**src/rtl/deep_op_pkg.sv**
```systemverilog
// Shared types for the deep-operator command sequencer: FSM state encoding and
// the command word layout carried through the command FIFO.
package deep_op_pkg;

    localparam int DOS_DW = 8;
    localparam int DOS_MW = 4;

    typedef enum logic [1:0] {
        IDLE  = 2'd0,
        ISSUE = 2'd1,
        HOLD  = 2'd2
    } dos_state_e;

    // Field order matches the {mode, a, b} packing used on the FIFO data path.
    typedef struct packed {
        logic [DOS_MW-1:0] mode;
        logic [DOS_DW-1:0] a;
        logic [DOS_DW-1:0] b;
    } dos_cmd_t;

endpackage

```
**src/rtl/deep_op_fifo.sv**
```systemverilog
// Command FIFO: power-of-two depth, head visible combinationally, one-cycle write.
// Caller guarantees no push when full and no pop when empty.
module deep_op_fifo #(
    parameter int DEPTH = 4,
    parameter int W     = 20
) (
    input  logic                       i_clk,
    input  logic                       i_rst,
    input  logic                       i_push,
    input  logic [W-1:0]               i_push_dat,
    input  logic                       i_pop,
    output logic [W-1:0]               o_head_dat,
    output logic [$clog2(DEPTH):0]     o_level
);

    localparam int AW = $clog2(DEPTH);
    localparam int LW = AW + 1;

    logic [W-1:0]  r_mem [DEPTH];
    logic [AW-1:0] r_wr_ptr;
    logic [AW-1:0] r_rd_ptr;
    logic [LW-1:0] r_level;

    // Pointers are exactly AW bits wide, so they wrap modulo DEPTH on their own.
    always_ff @(posedge i_clk) begin
        if (i_rst) begin
            r_wr_ptr <= '0;
            r_rd_ptr <= '0;
            r_level  <= '0;
        end else begin
            if (i_push) begin
                r_wr_ptr <= r_wr_ptr + 1'b1;
            end
            if (i_pop) begin
                r_rd_ptr <= r_rd_ptr + 1'b1;
            end
            case ({i_push, i_pop})
                2'b10:   r_level <= r_level + 1'b1;
                2'b01:   r_level <= r_level - 1'b1;
                default: r_level <= r_level;
            endcase
        end
    end

    always_ff @(posedge i_clk) begin
        if (i_push) begin
            r_mem[r_wr_ptr] <= i_push_dat;
        end
    end

    assign o_head_dat = r_mem[r_rd_ptr];
    assign o_level    = r_level;

endmodule

```
**src/rtl/deep_op_sequencer.sv**
```systemverilog
// Feeds a combinational operator one queued command at a time from registered
// operands, captures its result a cycle later and offers it with valid/ready.
module deep_op_sequencer
    import deep_op_pkg::*;
#(
    parameter int DEPTH = 4,
    parameter int DW    = 8
) (
    input  logic                    dos_clk,
    input  logic                    dos_rst,
    input  logic                    dos_in_valid,
    output logic                    dos_in_ready,
    input  logic [3:0]              dos_in_mode,
    input  logic [DW-1:0]           dos_in_a,
    input  logic [DW-1:0]           dos_in_b,
    output logic [3:0]              dos_op_mode,
    output logic [DW-1:0]           dos_op_a,
    output logic [DW-1:0]           dos_op_b,
    input  logic [DW-1:0]           dos_op_result,
    output logic                    dos_out_valid,
    input  logic                    dos_out_ready,
    output logic [DW-1:0]           dos_out_result,
    output logic [3:0]              dos_out_tag,
    output logic [$clog2(DEPTH):0]  dos_level,
    output logic [15:0]             dos_done_cnt
);

    localparam int LW = $clog2(DEPTH) + 1;
    localparam int CW = 4 + 2 * DW;

    dos_state_e    r_state;
    logic [3:0]    r_op_mode;
    logic [DW-1:0] r_op_a;
    logic [DW-1:0] r_op_b;
    logic          r_out_valid;
    logic [DW-1:0] r_out_result;
    logic [3:0]    r_out_tag;
    logic [15:0]   r_done_cnt;

    logic [LW-1:0] w_level;
    logic [CW-1:0] w_head;
    logic          w_push;
    logic          w_pop;
    logic          w_has_cmd;
    logic          w_accept;

    // Ready looks only at the registered level, never at a same-cycle pop.
    assign dos_in_ready = (w_level < LW'(DEPTH)) && !dos_rst;
    assign w_push       = dos_in_valid && dos_in_ready;
    assign w_has_cmd    = (w_level != '0);
    assign w_accept     = (r_state == HOLD) && dos_out_ready;
    assign w_pop        = w_has_cmd && ((r_state == IDLE) || w_accept);

    deep_op_fifo #(
        .DEPTH (DEPTH),
        .W     (CW)
    ) u_fifo (
        .i_clk      (dos_clk),
        .i_rst      (dos_rst),
        .i_push     (w_push),
        .i_push_dat ({dos_in_mode, dos_in_a, dos_in_b}),
        .i_pop      (w_pop),
        .o_head_dat (w_head),
        .o_level    (w_level)
    );

    always_ff @(posedge dos_clk) begin
        if (dos_rst) begin
            r_state      <= IDLE;
            r_op_mode    <= '0;
            r_op_a       <= '0;
            r_op_b       <= '0;
            r_out_valid  <= 1'b0;
            r_out_result <= '0;
            r_out_tag    <= '0;
            r_done_cnt   <= '0;
        end else begin
            if (w_pop) begin
                {r_op_mode, r_op_a, r_op_b} <= w_head;
            end
            case (r_state)
                IDLE: begin
                    if (w_has_cmd) begin
                        r_state <= ISSUE;
                    end
                end
                ISSUE: begin
                    // Operator has had the whole cycle to settle on the op regs.
                    r_out_result <= dos_op_result;
                    r_out_tag    <= r_op_mode;
                    r_out_valid  <= 1'b1;
                    r_state      <= HOLD;
                end
                HOLD: begin
                    if (dos_out_ready) begin
                        r_out_valid <= 1'b0;
                        r_done_cnt  <= r_done_cnt + 16'd1;
                        r_state     <= w_has_cmd ? ISSUE : IDLE;
                    end
                end
                default: begin
                    r_state     <= IDLE;
                    r_out_valid <= 1'b0;
                end
            endcase
        end
    end

    assign dos_op_mode    = r_op_mode;
    assign dos_op_a       = r_op_a;
    assign dos_op_b       = r_op_b;
    assign dos_out_valid  = r_out_valid;
    assign dos_out_result = r_out_result;
    assign dos_out_tag    = r_out_tag;
    assign dos_level      = w_level;
    assign dos_done_cnt   = r_done_cnt;

endmodule

```
**config.mk**
```make
export PLATFORM = sky130hd
export DESIGN_NAME = deep_op_sequencer
export DESIGN_NICKNAME = d
export VERILOG_FILES = /design/src/rtl/deep_op_pkg.sv /design/src/rtl/deep_op_fifo.sv /design/src/rtl/deep_op_sequencer.sv
export SDC_FILE = /design/constraint.sdc
export NUM_CORES = 1
export LEC_CHECK = 0
export BUFFER_PORTS_ARGS = -buffer_cell sky130_fd_sc_hd__buf_2
export CAP_MARGIN = 15
export CORE_MARGIN = 4
export CORE_UTILIZATION = 33
export CTS_CLUSTER_SIZE = 40
export DETAILED_ROUTE_END_ITERATION = 8
export PLACE_DENSITY = 0.52
export SLEW_MARGIN = 0
export SYNTH_ARGS = -nofsm -noshare
export SYNTH_HDL_FRONTEND = slang
export SYNTH_SLANG_ARGS = --single-unit
```
**constraint.sdc**
```tcl
create_clock -name dos_clk -period 3 [get_ports dos_clk]
set_clock_uncertainty 0.15 [all_clocks]
set_input_delay 0 -clock dos_clk [delete_from_list [all_inputs] [get_ports dos_clk]]
set_output_delay 0 -clock dos_clk [all_outputs]
set_load 0.01 [all_outputs]
```
## After elaboration in Yosys (flattened, before gate mapping)

Memory sizes are Yosys's and may differ from the RTL's. A register that Yosys moved wholly into a read port is not among the register bits.
Cells that the tools add are included.
W data, S select, Z words.

- Flip-flop bits (word level): 38
- Bits in latches: 0
- Memory bits (writable): 80
- Memory bits (read-only): 0
- Bits of input ports: 32
- Output and inout bits: 53
- Word-level logic and storage cells: 43
- Memories: 1

- Add/sub/neg operators: 5
- Multipliers: 0
- Div/mod/pow operators: 0
- Magnitude comparators: 1
- Eq/ne operators: 6
- Shift-type cells: 0
- Muxes and demuxes: 9
- Bitwise operators: 1
- Reduce and logical (&&, ||, !) cells: 12

Memories:

| memory | words | bits a word | read ports | clocked after Yosys merged registers in | write ports | line | RTL |
|---|---|---|---|---|---|---|---|
| u_fifo.r_mem | 4 | 20 | 1 | 1 | 1 | deep_op_fifo.sv:19 | `logic [W-1:0] r_mem [DEPTH];` |

Operators by type and width:

| cell | number |
|---|---|
| $add A16 B1 Y16 const B | 1 |
| $pmux W2 S3 | 1 |
| $pmux W3 S2 | 1 |
| $reduce_and A2 Y1 | 3 |
| $add A2 B1 Y2 const B | 2 |
| $eq A2 B1 Y1 const B | 2 |
| $eq A2 B2 Y1 const B | 2 |
| $logic_and A1 B1 Y1 | 4 |
| $mux W1 | 4 |
| $mux W2 | 2 |
| $ne A2 B2 Y1 const B | 2 |
| $add A3 B1 Y3 const B | 1 |
| $lt A3 B3 Y1 const B | 1 |
| $pmux W1 S3 | 1 |
| $reduce_bool A3 Y1 | 1 |
| $sub A3 B1 Y3 const B | 1 |
| $logic_not A2 Y1 | 1 |
| $reduce_bool A2 Y1 | 1 |
| $logic_not A1 Y1 | 1 |
| $logic_or A1 B1 Y1 | 1 |
| $not A1 Y1 | 1 |

## Logic depth before layout (Yosys ltp)

- Depth in word-level cells: 6
- Mapped depth: 9
- Depth with buffers taken out: 8

## Modules after synthesis

Synthesis repeated with hierarchy kept, for this count alone.

- Cell total of the unflattened synthesis: 361
- Area, all modules: 5297.6 um^2

Modules (own cells, without submodules):

| module | instances | cells each | area an instance (um^2) | seq. area each (um^2) |
|---|---|---|---|---|
| deep_op_fifo | 1 | 145 | 3298.2 | 2582.5 |
| deep_op_sequencer | 1 | 216 | 1999.4 | 1021.0 |

## Least setup slack after synthesis

No wires, ideal clock.

- Kind: register to register
- Start: reg u_fifo.r_level[0] (netlist: u_fifo.o_level[0])
- End: reg u_fifo.r_level[2] (netlist: u_fifo.o_level[2])
- Setup time: 70 ps
- Arrival time: 2206 ps
- Required time: 2780 ps
- Path slack: 574 ps
- Stages on the path, launching flop included: 10
- Path buffers: 1
- Period minus slack after synthesis: 2426 ps
- Cell sequence: dfxtp_1 > nor3_1 > or3_1 > inv_1 > clkbuf_1 > ha_1 > fa_1 > xnor2_1 > or3_1 > a21oi_1

- Elaborated cells between the ends (all ways): 11
- Classes of those cells: 2 x add/sub; 1 x order compare; 2 x eq/ne; 1 x mux; 5 x reduce/logical

RTL lines:

| element | line | RTL |
|---|---|---|
| start, declared | deep_op_fifo.sv:22 | `logic [LW-1:0] r_level;` |
| start signal, assigned | deep_op_fifo.sv:38 | `2'b10: r_level <= r_level + 1'b1;` |
| start signal, assigned | deep_op_fifo.sv:39 | `2'b01: r_level <= r_level - 1'b1;` |
| start signal, assigned | deep_op_fifo.sv:40 | `default: r_level <= r_level;` |
| $reduce_bool A3 Y1 * | deep_op_sequencer.sv:50 | `assign w_has_cmd = (w_level != '0);` |
| $logic_and A1 B1 Y1 * | deep_op_sequencer.sv:52 | `assign w_pop = w_has_cmd && ((r_state == IDLE) \|\| w_accept);` |
| net u_fifo.i_pop | deep_op_fifo.sv:11 | `input logic i_pop,` |
| $eq A2 B1 Y1 or $eq A2 B2 Y1 (tied branches) | deep_op_fifo.sv:37 | `case ({i_push, i_pop})` |
| $pmux W3 S2 or $reduce_bool A2 Y1 (tied branches) | n/a |  |

The timed path passes the listed nets; every way through them passes the cells marked *.
A chain may end at the register's enable or synchronous reset.

## Worst setup path after layout

- Start: reg u_fifo.r_level[2] (netlist: u_fifo.o_level[2])
- End: reg u_fifo.r_level[2] (netlist: u_fifo.o_level[2])

- Word-level cells in the longest chain between the ends: 5
- Elaborated cells between the ends (all ways): 11
- Classes of those cells: 2 x add/sub; 1 x order compare; 2 x eq/ne; 1 x mux; 5 x reduce/logical

RTL lines:

| element | line | RTL |
|---|---|---|
| $lt A3 B3 Y1 | deep_op_sequencer.sv:48 | `assign dos_in_ready = (w_level < LW'(DEPTH)) && !dos_rst;` |
| $logic_and A1 B1 Y1 | deep_op_sequencer.sv:48 |  |
| $logic_and A1 B1 Y1 | deep_op_sequencer.sv:49 | `assign w_push = dos_in_valid && dos_in_ready;` |
| $eq A2 B1 Y1 or $eq A2 B2 Y1 (tied branches) | deep_op_fifo.sv:37 |  |
| $pmux W3 S2 or $reduce_bool A2 Y1 (tied branches) | n/a |  |

Several ways; a longest one is shown, not always the timed one.

==> results.sh <==
export IMPL_outcome="finished, final reports clean"
export IMPL_multi_input_area_mm2=0.00155
export IMPL_slowest_stage="sky130_fd_sc_hd__fa_1"
export IMPL_io_buffer_count=84
export IMPL_layout_drive_gt1_share=0.294
export IMPL_hold_path_class="in2reg"
export IMPL_cpPeakStageDelay_ns=0.39
export IMPL_setup_fix_bufs_post_cts=0
export IMPL_cap_viol_max_count=0
export IMPL_placed_area_mm2=0.00591
export IMPL_synth_edff_count=80
export IMPL_p_leak_nw=2.55
export IMPL_die_w_um=134
export IMPL_route_antenna_remaining_nets=0
export IMPL_vias_per_cell=4.54
export IMPL_critical_path_max_fanout=6
export IMPL_antenna_diode_count=0
export IMPL_r2r_start="u_fifo.o_level[2]"
export IMPL_fin_hold_ws_ns=0.183
export IMPL_slew_viol_final=0
export IMPL_critical_path_cell_by_cell="nor2_1, and2_1, inv_1, ha_1, fa_1, xnor2_1, or3_1, a21oi_1"
export IMPL_main_combinational_cell_family_by_area_after_synthesis="simple AND/OR/NAND/NOR gates"
export IMPL_vias=3330
export IMPL_flow_area_growth_from_synthesis_pct=30.4
export IMPL_coreArea_mm2=0.0153
export IMPL_die_y_um=134
export IMPL_cts_max_level=4
export IMPL_timing_final_hold_violations=0
export IMPL_timing_critical_path_to_type="flop"
export IMPL_pre_cts_setup_slack_ns=0.679
export IMPL_synth_instances=382
export IMPL_synth_ff_latch_count=138
export IMPL_relSlewSlack=0.544
export IMPL_syn_num_nets=421
export IMPL_timing_final_setup_violations=0
export IMPL_final_fill_count=1426
export IMPL_worst_ep_required_time_ns=3.19
export IMPL_clock_tree_buffer_depth=2
export IMPL_timing_final_ws_setup_ns=0.678
export IMPL_yosysTopAreaCellShare=0.461
export IMPL_cts_made_buffers=17
export IMPL_peak_ir_drop_on_the_vdd_network_uv=470
export IMPL_routed_wirelength_um=11100
export IMPL_clk_transition_reported_paths_ns=0.06
export IMPL_synth_top_cells_by_area="sky130_fd_sc_hd__edfxtp_1, sky130_fd_sc_hd__dfxtp_1, sky130_fd_sc_hd__mux4_2, sky130_fd_sc_hd__nand2_1, sky130_fd_sc_hd__a21oi_1"
export IMPL_synthMostInstantiatedCell="sky130_fd_sc_hd__edfxtp_1"
export IMPL_finish_utilization=0.444
export IMPL_average_cell_area_after_synthesis_um2=13.6
export IMPL_netlist_top_cell_by_area="sky130_fd_sc_hd__edfxtp_1"
export IMPL_timing_setup_critical_path_class="reg2reg"
export IMPL_grt_pass1_wl_um=17900
export IMPL_crit_start="u_fifo.o_level[2]"
export IMPL_design_area_mm2=0.00679
export IMPL_ctsRootBufferMaster="sky130_fd_sc_hd__clkbuf_16"
export IMPL_post_syn_area_mm2=0.00521
export IMPL_grt_util_all_layers=0.132
export IMPL_setup_total_negative_slack_ns=0
export IMPL_detailedRoute_firstPassIterationCount=4
export IMPL_cp_start_kind="flop"
export IMPL_route_detailed_wl_per_inst_um=15.1
export IMPL_total_die_area_mm2=0.0179
export IMPL_globalRouteOverflowTotal=0
export IMPL_worst_slew_pin_transition_ns=0.684
export IMPL_async_reset_ff_frac=0
export IMPL_largest_net_degree_at_the_start_of_global_routing=61
export IMPL_post_route_min_period_ns=2.32
export IMPL_pwr_density_cell_mw_per_mm2=852
export IMPL_io_pins=85
export IMPL_final_nets=549
export IMPL_first_global_vias=3382
export IMPL_yosys_warnings=0
export IMPL_synthXorXnorAreaFrac=0.0252
export IMPL_gp_congestion=0.721
export IMPL_synth_simple_gate_area_frac=0.118
export IMPL_ys_seq_area_frac=0.684
export IMPL_cts_num_sinks=138
export IMPL_worst_endpoint_arrival_ns=2.51
export IMPL_synth_compound_area_share=0.0413
export IMPL_synth_top_cells_by_count="sky130_fd_sc_hd__edfxtp_1, sky130_fd_sc_hd__nand2_1, sky130_fd_sc_hd__dfxtp_1"
export IMPL_detailedRoute_firstIterationViolations=144
export IMPL_grt_setup_unrepaired="no"
export IMPL_synth_adder_area_share=0.0183
export IMPL_number_of_antenna_violations_at_the_first_check_in_global_routing=0
export IMPL_max_freq_mhz=431
export IMPL_worstSkewPairLatency_ns=0.41
export IMPL_synth_main_ff_cell="sky130_fd_sc_hd__edfxtp_1"
export IMPL_initial_core_util=0.340
export IMPL_tritoncts="done"
export IMPL_dp_hpwl_um=6660
export IMPL_combined_flip_flop_and_latch_cell_area_mm2=0.00356
export IMPL_fp_row_count=45
export IMPL_netlist_cell_type_count=38
export IMPL_drc=0
export IMPL_holdCritStartpoint="dos_in_a[1]"
export IMPL_final_min_period_over_clock_period=0.774
export IMPL_post_synth_mux_area_share=0.0946
layout make-up:
type / instances / area share
clock buffer: 17 / 0.0626
timing repair buffer: 126 / 0.120
clock inverter: 15 / 0.0217
multi-input combinational: 219 / 0.228
tap: 211 / 0.0389
sequential: 138 / 0.525
inverter: 8 / 0.00442
stage by stage:
stage | total power [mW] | instances
after global placement | 3.78 | 671
after detailed placement | 3.82 | 671
after global routing | 6.13 | 734
final | 5.79 | 734
after CTS | 5.89 | 734
after floorplan | 3.29 | 382
routing by layer:
layer | vias to the layer above | wire length [um] | track usage
met5 | - | 0 | 0
met4 | 0 | 171 | 0.0566
met3 | 12 | 619 | 0.0366
met2 | 80 | 5350 | 0.217
met1 | 1597 | 4910 | 0.164
li1 | 1641 | - | -
sequential cells by signal, indices dropped and copies added (netlist names):
signal           cells
dos_done_cnt        16
dos_op_a             8
dos_op_b             8
dos_op_mode          4
dos_out_result       8
dos_out_tag          4
dos_out_valid        1
r_state              2
u_fifo.o_level       3
u_fifo.r_mem        80
u_fifo.r_rd_ptr      2
u_fifo.r_wr_ptr      2
worst max-delay path: cells and delay by family (launching register included):
| kind | cells | cell delay (ns) |
|---|---|---|
| adders and majority gates | 2 | 0.60 |
| and+or+nand+nor | 3 | 0.81 |
| DFF | 1 | 0.33 |
| AOI/OAI and AO/OA | 1 | 0.15 |
| buffers and inverters | 1 | 0.06 |
| xor gates and xnor gates | 1 | 0.14 |
where the power goes:
group          leakage (nW)  total [mW]  switching, mW  internal [mW]
logic                  1.08        1.33          0.755          0.579
registers              1.20        2.43          0.170           2.26
clock network         0.273        2.02          0.803           1.22
cell families (layout without fill, tap and decap cells):
| logic type | after synthesis | count (layout) |
|---|---|---|
| and+or+nand+nor | 131 | 131 |
| muxes | 24 | 24 |
| adders and majority gates | 7 | 7 |
| DFF | 138 | 138 |
| buffers and inverters | 25 | 166 |
| xor gates and xnor gates | 15 | 15 |
| AOI/OAI and AO/OA | 42 | 42 |
timing repair:
action | CTS | global route
hold endpoints to repair | 94 | 0
gates resized for setup | 0 | 0
hold buffers | 31 | 0
placed cells by master, fill, tap and decap left out, types with 2 or more instances in the layout:
master                          instances
sky130_fd_sc_hd__buf_2                 84
sky130_fd_sc_hd__edfxtp_1              80
sky130_fd_sc_hd__nand2_1               70
sky130_fd_sc_hd__dfxtp_1               57
sky130_fd_sc_hd__a21oi_1               37
sky130_fd_sc_hd__dlygate4sd3_1         31
sky130_fd_sc_hd__nor2_1                23
sky130_fd_sc_hd__mux4_2                20
sky130_fd_sc_hd__clkbuf_16             17
sky130_fd_sc_hd__buf_4                 11
sky130_fd_sc_hd__xnor2_1                9
sky130_fd_sc_hd__inv_1                  8
sky130_fd_sc_hd__xor2_1                 6
sky130_fd_sc_hd__ha_1                   6
sky130_fd_sc_hd__nor2b_1                5
sky130_fd_sc_hd__nor3_1                 4
sky130_fd_sc_hd__and3_1                 4
sky130_fd_sc_hd__inv_6                  4
sky130_fd_sc_hd__or3_1                  3
sky130_fd_sc_hd__nor4_1                 3
sky130_fd_sc_hd__o21ai_0                3
sky130_fd_sc_hd__nand3_1                3
sky130_fd_sc_hd__clkinv_1               3
sky130_fd_sc_hd__clkinvlp_4             3
sky130_fd_sc_hd__nand4_1                2
sky130_fd_sc_hd__o31ai_1                2
sky130_fd_sc_hd__or2_2                  2
sky130_fd_sc_hd__mux2_2                 2
sky130_fd_sc_hd__mux2i_1                2
sky130_fd_sc_hd__bufinv_16              2
sky130_fd_sc_hd__clkinv_2               2
final timing paths:
kind / end / depth (start not counted) / slack, ns
worst max-delay path: u_fifo.o_level[2] / 8 / 0.68
worst min-delay path: u_fifo.r_mem[2][9] / 2 / 0.18
worst max register to register: u_fifo.o_level[2] / 8 / 0.68
worst min register to register: dos_op_b[4] / 2 / 0.30
Power figures use the tool's default switching activity.
